==> src/rtl/alu_pkg.sv <==
// Shared ALU select codes and multiplier state encoding.
// The ALU control decoder uses the same op-code values.
package alu_pkg;

  localparam logic [3:0] ALU_AND = 4'b0000;
  localparam logic [3:0] ALU_OR  = 4'b0001;
  localparam logic [3:0] ALU_ADD = 4'b0010;
  localparam logic [3:0] ALU_MUL = 4'b0011;
  localparam logic [3:0] ALU_SUB = 4'b0110;
  localparam logic [3:0] ALU_SLT = 4'b0111;

  typedef enum logic [1:0] {
    IDLE = 2'd0,
    MUL  = 2'd1,
    FIN  = 2'd2
  } mul_state_t;

endpackage

==> src/rtl/alu_mul_seq.sv <==
// Signed shift-add multiplier: operates on magnitudes for WIDTH iterations,
// then fixes the sign of the 2*WIDTH product in a final cycle.
module alu_mul_seq
  import alu_pkg::*;
#(
  parameter int WIDTH = 32,
  parameter int CNT_W = 6
) (
  input  logic               clk,
  input  logic               rst,
  input  logic               start,
  input  logic [WIDTH-1:0]   a,
  input  logic [WIDTH-1:0]   b,
  output logic               busy,
  output logic               done,
  output logic [2*WIDTH-1:0] product
);

  mul_state_t state, state_next;

  logic [WIDTH-1:0]   mcand;
  logic [2*WIDTH-1:0] acc;
  logic [CNT_W-1:0]   count;
  logic               sign;

  logic [WIDTH-1:0]   abs_a;
  logic [WIDTH-1:0]   abs_b;
  logic [WIDTH:0]     upper_sum;

  // The most-negative operand negates to itself, which is its correct unsigned magnitude.
  assign abs_a = a[WIDTH-1] ? (~a + 1'b1) : a;
  assign abs_b = b[WIDTH-1] ? (~b + 1'b1) : b;

  assign upper_sum = {1'b0, acc[2*WIDTH-1:WIDTH]} +
                     (acc[0] ? {1'b0, mcand} : {(WIDTH+1){1'b0}});

  always_comb begin
    state_next = state;
    case (state)
      IDLE: if (start) state_next = MUL;
      MUL:  if (count == CNT_W'(WIDTH-1)) state_next = FIN;
      FIN:  state_next = IDLE;
      default: state_next = IDLE;
    endcase
  end

  always_ff @(posedge clk or posedge rst) begin
    if (rst) begin
      state <= IDLE;
      mcand <= '0;
      acc   <= '0;
      count <= '0;
      sign  <= 1'b0;
    end else begin
      state <= state_next;
      case (state)
        IDLE: begin
          if (start) begin
            mcand <= abs_a;
            acc   <= {{WIDTH{1'b0}}, abs_b};
            count <= '0;
            sign  <= a[WIDTH-1] ^ b[WIDTH-1];
          end
        end
        MUL: begin
          acc   <= {upper_sum, acc[WIDTH-1:1]};
          count <= count + 1'b1;
        end
        default: ;
      endcase
    end
  end

  // done marks the FIN cycle; the parent registers product on that edge.
  assign busy    = (state != IDLE);
  assign done    = (state == FIN);
  assign product = sign ? (~acc + 1'b1) : acc;

endmodule

==> src/rtl/alu_exec.sv <==
// EX-stage ALU: single-cycle logic/arith ops plus a multi-cycle signed MUL,
// with a start/done handshake and registered result and flags.
module alu_exec
  import alu_pkg::*;
#(
  parameter int WIDTH = 32,
  parameter int CNT_W = 6
) (
  input  logic             clk,
  input  logic             rst,
  input  logic             start,
  input  logic [3:0]       alu_sel,
  input  logic [WIDTH-1:0] a,
  input  logic [WIDTH-1:0] b,
  output logic             busy,
  output logic             done,
  output logic [WIDTH-1:0] result,
  output logic [WIDTH-1:0] result_hi,
  output logic             zero,
  output logic             ovf,
  output logic             err
);

  logic               accept;
  logic               mul_start;
  logic               mul_busy;
  logic               mul_done;
  logic [2*WIDTH-1:0] mul_product;

  logic [WIDTH-1:0]   sum;
  logic [WIDTH-1:0]   diff;
  logic [WIDTH-1:0]   op_result;
  logic               op_ovf;
  logic               op_err;

  assign accept    = start && !mul_busy;
  assign mul_start = accept && (alu_sel == ALU_MUL);
  assign busy      = mul_busy;

  alu_mul_seq #(
    .WIDTH(WIDTH),
    .CNT_W(CNT_W)
  ) u_mul (
    .clk     (clk),
    .rst     (rst),
    .start   (mul_start),
    .a       (a),
    .b       (b),
    .busy    (mul_busy),
    .done    (mul_done),
    .product (mul_product)
  );

  assign sum  = a + b;
  assign diff = a - b;

  always_comb begin
    op_result = '0;
    op_ovf    = 1'b0;
    op_err    = 1'b0;
    case (alu_sel)
      ALU_AND: op_result = a & b;
      ALU_OR:  op_result = a | b;
      ALU_ADD: begin
        op_result = sum;
        op_ovf    = (a[WIDTH-1] == b[WIDTH-1]) && (sum[WIDTH-1] != a[WIDTH-1]);
      end
      ALU_SUB: begin
        op_result = diff;
        op_ovf    = (a[WIDTH-1] != b[WIDTH-1]) && (diff[WIDTH-1] != a[WIDTH-1]);
      end
      ALU_SLT: op_result = {{(WIDTH-1){1'b0}}, ($signed(a) < $signed(b))};
      ALU_MUL: op_result = '0;
      default: op_err = 1'b1;
    endcase
  end

  // A MUL completion and a new accept never coincide: FIN holds busy high.
  always_ff @(posedge clk or posedge rst) begin
    if (rst) begin
      done      <= 1'b0;
      result    <= '0;
      result_hi <= '0;
      zero      <= 1'b0;
      ovf       <= 1'b0;
      err       <= 1'b0;
    end else begin
      done <= 1'b0;
      if (mul_done) begin
        done      <= 1'b1;
        result    <= mul_product[WIDTH-1:0];
        result_hi <= mul_product[2*WIDTH-1:WIDTH];
        zero      <= (mul_product[WIDTH-1:0] == '0);
        ovf       <= 1'b0;
        err       <= 1'b0;
      end else if (accept && (alu_sel != ALU_MUL)) begin
        done      <= 1'b1;
        result    <= op_result;
        result_hi <= '0;
        zero      <= (op_result == '0);
        ovf       <= op_ovf;
        err       <= op_err;
      end
    end
  end

endmodule

==> config.mk <==
export PLATFORM = sky130hd
export DESIGN_NAME = alu_exec
export DESIGN_NICKNAME = d
export VERILOG_FILES = /design/src/rtl/alu_pkg.sv /design/src/rtl/alu_mul_seq.sv /design/src/rtl/alu_exec.sv
export SDC_FILE = /design/constraint.sdc
export NUM_CORES = 1
export LEC_CHECK = 0
export CORE_ASPECT_RATIO = 1.5
export CORE_UTILIZATION = 45
export DETAILED_ROUTE_END_ITERATION = 12
export PLACE_DENSITY = 0.67
export RECOVER_POWER = 50
export SYNTH_ARGS = -nofsm -noshare
export SYNTH_HDL_FRONTEND = slang
export SYNTH_SLANG_ARGS = --single-unit
==> constraint.sdc <==
create_clock -name clk -period 6.4 [get_ports clk]
set_clock_uncertainty 0.1 [all_clocks]
set_input_delay 1.28 -clock clk [delete_from_list [all_inputs] [get_ports clk]]
set_output_delay 1.28 -clock clk [all_outputs]
set_load 0.1 [all_outputs]
# After elaboration in Yosys (flattened, before gate mapping)
# Index checks and enable logic that the tools add are counted.
[word_totals]
output_inout_bits = 69
in_bits = 71
elab_cells = 83
regBits = 173
[op_classes]
n_eq_ne = 15
order_cmp = 1
n_addsub = 7
muxes = 26
bitwise = 6
n_reduce_logical = 17
[op_table]
columns = ["operator", "count"]
rows = [
  ["$mux W32", 7],
  ["$pmux W32 S5", 1],
  ["$mux W64", 2],
  ["$pmux W64 S2", 1],
  ["$add A32 B1 Y32 const B", 2],
  ["$add A64 B1 Y64 const B", 1],
  ["$logic_not A32 Y1", 2],
  ["$not A32 Y32", 2],
  ["$not A64 Y64", 1],
  ["$add A32 B33 Y33", 1],
  ["$add A32 B32 Y32", 1],
  ["$and A32 B32 Y32", 1],
  ["$lt A32 B32 Y1", 1],
  ["$or A32 B32 Y32", 1],
  ["$sub A32 B32 Y32", 1],
  ["$pmux W6 S2", 1],
  ["$mux W1", 9],
  ["$eq A4 B2 Y1 const B", 2],
  ["$eq A4 B3 Y1 const B", 2],
  ["$add A6 B1 Y6 const B", 1],
  ["$eq A6 B5 Y1 const B", 1],
  ["$mux W6", 1],
  ["$reduce_and A2 Y1", 3],
  ["$reduce_bool A2 Y1", 3],
  ["other kinds (17)", 24],
]

# Longest topological paths before layout
# Gate-level depths: netlist (run 1).
[logic_depth]
word_depth = 6
ltp_mapped = 14
ltp_nobuf = 14

# By module
# From an unflattened synthesis (run 1), not the netlist that was laid out.
[hier_totals]
cells_unflattened = 2101
hier_area_um2 = 16463.3
[by_module_without_submodules]
columns = ["module", "cells_per_inst", "seq_area_each_um2", "area_per_inst_um2", "instances"]
rows = [
  ["alu_mul_seq", 1012, 2627.5, 8424.3, 1],
  ["alu_exec", 1089, 1701.6, 8039.0, 1],
]

# Worst setup path after synthesis (run 1)
# Ideal clock, no wire load.
[synth_timing]
path_type = "input-to-reg"
from = "in a[0]"
to = "reg zero"
stages = 14
t_arrival_ns = 4.509
setup_time_ns = 0.095
slack_ns = 1.695
n_path_buf = 0
t_required_ns = 6.205
path_cell_list = "inv_1 > ha_1 > fa_1 > or2_2 > a221oi_1 > o41ai_1 > a211o_1 > a31oi_1 > a211o_1 > a21oi_1 > a221oi_1 > o221ai_1 > or4_1 > o31ai_1"
[synth_between]
elab_chain_cells = 5
elab_cells_between_ends = 9
cone_classes = "add/sub: 2; order compare: 1; mux: 3; bitwise: 2; reduce/logical: 1"
[synth_lines]
columns = ["element", "line", "text"]
rows = [
  ["from (decl)", "alu_exec.sv:13", "input logic [WIDTH-1:0] a,"],
  ["$sub A32 B32 Y32, or another cell as far along", "alu_exec.sv:55", "assign diff = a - b;"],
  ["$pmux W32 S5 *", "alu_exec.sv:61", "case (alu_sel)"],
  ["$logic_not A32 Y1 *", "alu_exec.sv:100", "zero <= (op_result == '0);"],
  ["$mux W1 *", "alu_exec.sv:96", "end else if (accept && (alu_sel != ALU_MUL)) begin"],
  ["$mux W1 *", "alu_exec.sv:89", "if (mul_done) begin"],
  ["to (signal assigned)", "alu_exec.sv:93", "zero <= (mul_product[WIDTH-1:0] == '0);"],
  ["to (signal assigned)", "alu_exec.sv:100", ""],
  ["to (decl)", "alu_exec.sv:19", "output logic zero,"],
]
# Every way passes the cells marked *; elsewhere a longest branch is shown, timed or not. The select of a mux whose other input is x is not followed.
# A chain may end at the register's enable or synchronous reset.

# Worst setup path after layout (run 1)
# Same ends and word-level chain as after synthesis.

==> reports/results.md, run 1 <==
Power and ir drop
- peak ir drop on the vdd network: 0.130 mV
- share of total power in the clock network: 19.0%
- sequential cell fraction of total power: 35.1%
- Comb power frac: 45.9%
- net switching power: 2280 uW
- internal power: 2660 uW
- P per Cell Area: 269 mW/mm2
- net switching share of the total power: 46.2%
- Leakage: 0.00794 uW

Yosys
- library cells used by synthesis: 85
- proportion of synthesized flip-flops having asynchronous set or reset: 100%
- instance count of the mapped netlist: 1994
- share of the yosys chip area belonging to registers: 27.1%
- Post-Syn Area: 0.0160 mm2
- synthesized area per cell: 8.00 um2
- Net Count, Synth: 2203
- top flip-flop cell by instance count after synthesis: sky130_fd_sc_hd__dfrtp_1
- Post-synth EDFFs: 0
- warning count from the yosys run: 0
- number of synthesized register bits: 173

Place
- Placed Cells incl. Taps: 2530
- number of port buffers: 139
- DP HPWL: 44500 um
- last weighted congestion value of the routability-driven placer: 0.984

Global routing
- number of antenna violations at the first check in global routing: 2
- GRT overflow: 0
- largest net degree at the start of global routing: 104
- overall global routing resource usage: 31.6%
- global-route wire length before repair: 86900 um
- via count of the first global-routing pass: 15217

Layout
- count of non-filler cells in the finished layout: 2563
- area delta synth->final: 14.9%
- Storage cell area: 0.00433 mm2
- top library cells by usage in the layout, fill and taps aside: 216 x sky130_fd_sc_hd__o21ai_0, 185 x sky130_fd_sc_hd__nand2_1, 172 x sky130_fd_sc_hd__dfrtp_1
- area used by multi-input combinational logic: 0.0108 mm2
- most common library cell in the layout ignoring fill and taps: sky130_fd_sc_hd__o21ai_0
- Util after Layout: 52.4%
- number of nets in the finished design: 2285
- number of inserted filler cells in the final layout: 3441
- proportion of layout cells with a drive suffix above 1: 5.12%

Drt
- total number of vias: 15613
- first-pass iteration count of the detailed router: 6
- post-detailed-route count of antenna-violating nets: 0
- post-route DRC violation count: 0
- routed via count divided by cell count: 6.09
- number of DRC markers in iteration 0: 1022
- detail-routed net length per standard cell: 22.0 um
- Routed WL: 56400 um

Hold path
- Min-Delay Startpoint: result_hi[10]
- worst hold-check path type: flop to flop
- worst hold stages: 2
- end point of the worst hold path: result_hi[10]

Worst setup path
- required time worst endpoint: 6.66 ns
- Critical Path AT: 5.72 ns
- startpoint class of the critical path: primary input
- r2r worst-path depth: 13
- worst setup slack for register-to-register paths: 1.43 ns
- Reg2Reg Launch Point: u_mul.acc[0]
- biggest fanout along the worst timing path: 6
- worst flop-to-flop path endpoint: u_mul.acc[62]
- type of destination of the critical path: flop
- crit path max-delay cell type: sky130_fd_sc_hd__clkdlybuf4s50_1
- category of the most critical setup path: primary input to flop
- largest incremental delay on the critical path: 0.53 ns
- cells along the critical path: clkdlybuf4s50_1, inv_1, ha_1, fa_1, or2_2, a221oi_1, o41ai_1, a211o_1, a31oi_1, a211o_1, a21oi_1, a221oi_1, o221ai_1, or4_1, o31ai_1

STA
- final critical-path share of the clock period: 85.3%
- headroom to the max-slew limit: -158%
- Setup TNS: 0 ns
- max-slew violations: 214
- RSZ-0062 raised after global routing: false
- minimum clock period after layout: 5.46 ns
- achievable frequency: 183 MHz
- actual slew at the worst max-slew pin: 3.86 ns
- Final Setup Violations: 0
- final hold viol count: 0

Status
- failing checks: capacitance limit, slew limit
- status: finished with violations

Floorplan
- floorplan die width: 156 um
- placement row count: 84
- Die Y-Extent: 233 um
- initial core utilization: 45.6%
- standard cell core area: 0.0350 mm2
- total I/O pin count: 140
- die outline area: 0.0362 mm2

Clock network
- Post-CTS Hold Buffers: 0
- clock sinks: 173
- Max Buffers Root-to-Sink: 2
- clock root buffer: sky130_fd_sc_hd__clkbuf_16
- buffers inserted during post-CTS setup optimization: 0
- number of buffers created by CTS: 17
- clock tree from TritonCTS: built
- Worst-path clk slew: 0.07 ns
- latest clock arrival within the worst-skew pair: 0.45 ns
- H-tree lvl count: 4
- total of cells resized after clock tree synthesis: 0

Run
- max-cap violations: 3

## worst max-delay path, delay by kind of cell
family                     cells  cell delay (ns)
AOI/OAI and AO/OA              9             2.38
and+or+nand+nor                2             0.78
buffers and inverters          2             0.64
adders and majority gates      2             0.65
## cell families after synthesis
| kind of cell | after synthesis | synth area share (%) |
|---|---|---|
| adders and majority gates | 138 | 11.0 |
| AOI/OAI and AO/OA | 670 | 27.6 |
| muxes | 20 | 1.27 |
| buffers and inverters | 231 | 5.45 |
| xor gates and xnor gates | 158 | 8.68 |
| and+or+nand+nor | 604 | 18.9 |
| DFF | 173 | 27.1 |
## sequential cells by signal, summed over array words and instances, names as in the netlist
register / count
err: 1
ovf: 1
u_mul.acc: 64
u_mul.sign: 1
zero: 1
result: 32
u_mul.count: 6
u_mul.mcand: 32
u_mul.state: 2
result_hi: 32
done: 1
## routing by layer
| layer | vias to the layer above | track usage (%) | part of all wire, % |
|---|---|---|---|
| met1 | 7495 | 36.3 | 40 |
| met2 | 545 | 57.4 | 51 |
| li1 | 7436 | - | - |
| met4 | 0 | 16.4 | 5.3 |
| met5 | - | 0 | 0 |
| met3 | 137 | 3.20 | 4.3 |
## worst max-delay path by stage
stage	start	slack, ns	end
after detailed placement	a[0]	0.58	zero
after global routing	rst	0.39	u_mul.sign
after CTS	a[0]	1.02	zero
after global placement	a[0]	0.63	zero
final	a[0]	0.94	zero
after floorplan	rst	0.33	done
## power groups by stage
stage                     clock network (uW)  registers (uW)  logic [uW]
after detailed placement                   0            1740        2240
after CTS                                956            1730        2260
final                                    939            1730        2260
after floorplan                            0            1860        1430
after global placement                     0            1730        2210
after global routing                     996            1770        2480
## cell usage after synthesis (40+ instances only)
| cell | n | area share, % |
|---|---|---|
| sky130_fd_sc_hd__o31ai_1 | 47 | 2.2 |
| sky130_fd_sc_hd__o21ai_0 | 216 | 6.8 |
| sky130_fd_sc_hd__xor2_1 | 74 | 4.1 |
| sky130_fd_sc_hd__nor2_1 | 113 | 2.7 |
| sky130_fd_sc_hd__inv_1 | 120 | 2.8 |
| sky130_fd_sc_hd__dfrtp_1 | 173 | 27 |
| sky130_fd_sc_hd__a21oi_1 | 122 | 3.8 |
| sky130_fd_sc_hd__ha_1 | 135 | 11 |
| sky130_fd_sc_hd__nand3_1 | 66 | 2.1 |
| sky130_fd_sc_hd__clkbuf_1 | 94 | 2.2 |
| sky130_fd_sc_hd__nand2_1 | 185 | 4.4 |
| sky130_fd_sc_hd__and2_1 | 40 | 1.6 |
| sky130_fd_sc_hd__xnor2_1 | 84 | 4.6 |
## cell type report
class | instances | share of cell area [%]
clock inverter | 13 | 0.492
antenna | 1 | 0.0137
sequential | 173 | 23.6
tap | 473 | 3.23
multi-input combinational | 1590 | 58.9
timing repair buffer | 173 | 8.89
clock buffer | 19 | 2.36
inverter | 121 | 2.48
## per-stage QoR
step	total power (uW)	worst slack, ns	instance area [um2]	hold slack [ns]
after floorplan	3290	0.332	16000	0.336
after global placement	3940	0.634	17800	0.352
after detailed placement	3980	0.576	17800	0.362
after CTS	4940	1.02	18400	0.376
after global routing	5240	0.388	18300	0.392
final	4940	0.938	18300	0.368
Note: power is estimated with default switching activity, not from simulation.
==> run 2: changes to the inputs <==
- CORE_MARGIN: unset -> 1
==> results of run 2 <==
Final layout, timing and power as in run 1 (identical DEF).
==> run 3: changes to the inputs <==
--- a/constraint.sdc
+++ b/constraint.sdc
@@ -3,3 +3,3 @@
 set_input_delay 1.28 -clock clk [delete_from_list [all_inputs] [get_ports clk]]
 set_output_delay 1.28 -clock clk [all_outputs]
-set_load 0.1 [all_outputs]
+set_load 0.02 [all_outputs]
==> run 3 against run 2 <==
- the run still ends with capacitance limit, slew limit left
- die area stayed put
- count of clock-buffer cells in the layout stayed put
- largest cell class unchanged
- power is 4.6% lower
- hold slack hardly changed
- critical path depth stayed put
- sequential share of layout area hardly changed
==> reports/results.md, run 3 (synthesized netlist as in run 1, its figures left out) <==
Floorplan
- Die Y-Extent: 233 um, unchanged
- standard cell core area: 0.0350 mm2, unchanged
- placement row count: 84, unchanged
- total I/O pin count: 140, unchanged
- floorplan die width: 156 um, unchanged
- initial core utilization: 45.6%, unchanged
- die outline area: 0.0362 mm2, unchanged

Worst setup path
- biggest fanout along the worst timing path: 6, unchanged
- Worst path top cell family by delay: compound AO/OA/AOI/OAI gates
- Critical Path AT: 5.77 ns, +0.05 ns
- type of destination of the critical path: flop
- cells along the critical path: clkdlybuf4s50_1, inv_1, ha_1, fa_1, or2_2, a221oi_1, o41ai_1, a211o_1, a31oi_1, a211o_1, a21oi_1, a221oi_1, o221ai_1, or4_1, o31ai_1
- buffering stage count on the worst path with inverters included: 2, unchanged
- crit path max-delay cell type: sky130_fd_sc_hd__clkdlybuf4s50_1
- required time worst endpoint: 6.66 ns, about the same
- category of the most critical setup path: primary input to flop
- startpoint class of the critical path: primary input
- largest incremental delay on the critical path: 0.53 ns, about the same

Clock network
- Max Buffers Root-to-Sink: 2, unchanged
- clock tree from TritonCTS: built
- buffers inserted during post-CTS setup optimization: 0, unchanged
- total of cells resized after clock tree synthesis: 0, unchanged
- Worst-path clk slew: 0.07 ns, about the same
- H-tree lvl count: 4, unchanged
- clock root buffer: sky130_fd_sc_hd__clkbuf_16
- Post-CTS Hold Buffers: 0, unchanged
- clock sinks: 173, unchanged
- latest clock arrival within the worst-skew pair: 0.45 ns, about the same
- number of buffers created by CTS: 17, unchanged

Hold path
- worst hold-check path type: flop to flop

Power and ir drop
- Leakage: 0.00799 uW, +0.53%
- P per Cell Area: 257 mW/mm2, -4.7%
- peak ir drop on the vdd network: 0.130 mV, about the same

STA
- actual slew at the worst max-slew pin: 3.87 ns, +0.00716 ns
- final hold viol count: 0, unchanged
- Final Setup Violations: 0, unchanged
- Setup TNS: 0 ns, unchanged
- minimum clock period after layout: 5.51 ns, +0.0475 ns
- final critical-path share of the clock period: 86.1%, +0.74 points
- headroom to the max-slew limit: -158%, -0.48 points
- RSZ-0062 raised after global routing: false
- achievable frequency: 182 MHz, -0.86%
- worst hold margin: 0.369 ns, +0.000421 ns
- max-slew violations: 172, -20%

Global routing
- global-route wire length before repair: 86900 um, unchanged
- number of antenna violations at the first check in global routing: 2, unchanged
- overall global routing resource usage: 31.6%, unchanged
- largest net degree at the start of global routing: 104, unchanged
- GRT overflow: 0, unchanged
- via count of the first global-routing pass: 15217, unchanged

Run
- max-cap violations: 2, -1

Drt
- total number of vias: 15568, -0.29%
- routed via count divided by cell count: 6.07, -0.29%
- number of DRC markers in iteration 0: 1015, -0.68%
- post-route DRC violation count: 0, unchanged
- detail-routed net length per standard cell: 22.0 um, about the same
- first-pass iteration count of the detailed router: 5, -1
- post-detailed-route count of antenna-violating nets: 0, unchanged
- Routed WL: 56300 um, about the same

Place
- number of port buffers: 139, unchanged
- placement-stage cell area: 0.0178 mm2, unchanged
- DP HPWL: 44500 um, unchanged
- last weighted congestion value of the routability-driven placer: 0.984, unchanged

Layout
- number of nets in the finished design: 2285, unchanged
- proportion of layout cells with a drive suffix above 1: 5.27%, +0.14 points
- top library cells by usage in the layout, fill and taps aside: 216 x sky130_fd_sc_hd__o21ai_0, 185 x sky130_fd_sc_hd__nand2_1, 172 x sky130_fd_sc_hd__dfrtp_1
- area used by multi-input combinational logic: 0.0108 mm2, +0.17%
- max FFs per register: 64, unchanged
- area delta synth->final: 15.0%
- register with the highest flop count: u_mul.acc
- Storage cell area: 0.00433 mm2, unchanged
- number of inserted filler cells in the final layout: 3436, -0.15%
- most common library cell in the layout ignoring fill and taps: sky130_fd_sc_hd__o21ai_0
- Util after Layout: 52.4%, +0.064 points
- summed area of non-filler cells in the final layout: 0.0183 mm2, +0.12%

Status
- status: finished with violations
- failing checks: capacitance limit, slew limit

-- run 3: cell types whose count changed in the layout (fill, tap and decap cells not counted) --
cell                              previous run  this run
sky130_fd_sc_hd__or4_4                       2         3
sky130_fd_sc_hd__dlygate4sd3_1              24        33
sky130_fd_sc_hd__clkdlybuf4s50_1           114       105
sky130_fd_sc_hd__or4_1                       9         8
sky130_fd_sc_hd__nor4_4                      0         1
sky130_fd_sc_hd__buf_4                      30        31
sky130_fd_sc_hd__clkbuf_1                    4         3
sky130_fd_sc_hd__nor4_1                     21        20
-- run 3: final cells by class --
class | instances | share of cell area (%)
Multi-Input combinational cell | 1590 | 58.9
Sequential cell | 173 | 23.6
Timing Repair Buffer | 173 | 8.90
Tap cell | 473 | 3.23
Inverter | 121 | 2.48
Clock buffer | 19 | 2.36
Clock inverter | 13 | 0.491
Antenna cell | 1 | 0.0136
-- run 3: metal layers --
metal	track usage, %	up-vias	routed length (um)
met3	3.20	126	2440
met5	0	-	0
met4	16.4	0	2810
met2	57.4	514	28800
li1	-	7443	-
met1	36.3	7485	22300
-- run 3: tightest hold or removal path: stages (launching register included) --
cell and delay, ns:
sky130_fd_sc_hd__dfrtp_1 0.34, sky130_fd_sc_hd__nand2_1 0.04, sky130_fd_sc_hd__o21ai_0 0.05
-- run 3: path summary, 6_finish.rpt --
check / from / to / slack, ns / depth (start not counted)
setup / recovery: a[0] / zero / 0.89 / 15
setup reg to reg: u_mul.acc[0] / u_mul.acc[62] / 1.39 / 13
hold / removal: result_hi[10] / result_hi[10] / 0.37 / 2
hold reg to reg: result_hi[10] / result_hi[10] / 0.37 / 2
max in group asynchronous: rst / u_mul.sign / 1.20 / 2
min in group asynchronous: rst / u_mul.acc[58] / 2.47 / 2
-- run 3: stage by stage --
stage / power, uW / setup WS [ns] / instances
floorplan: 3060 / 0.332 / 1994
global placement: 3700 / 0.634 / 2530
detailed placement: 3750 / 0.576 / 2530
CTS: 4700 / 1.02 / 2562
global route: 5010 / 0.388 / 2563
finish: 4710 / 0.891 / 2563
-- run 3: power by group --
part	total [uW]	internal, uW	switching (uW)
Clock	939	496	443
Sequential	1730	1340	397
Combinational	2030	827	1210
Total	4710	2660	2050
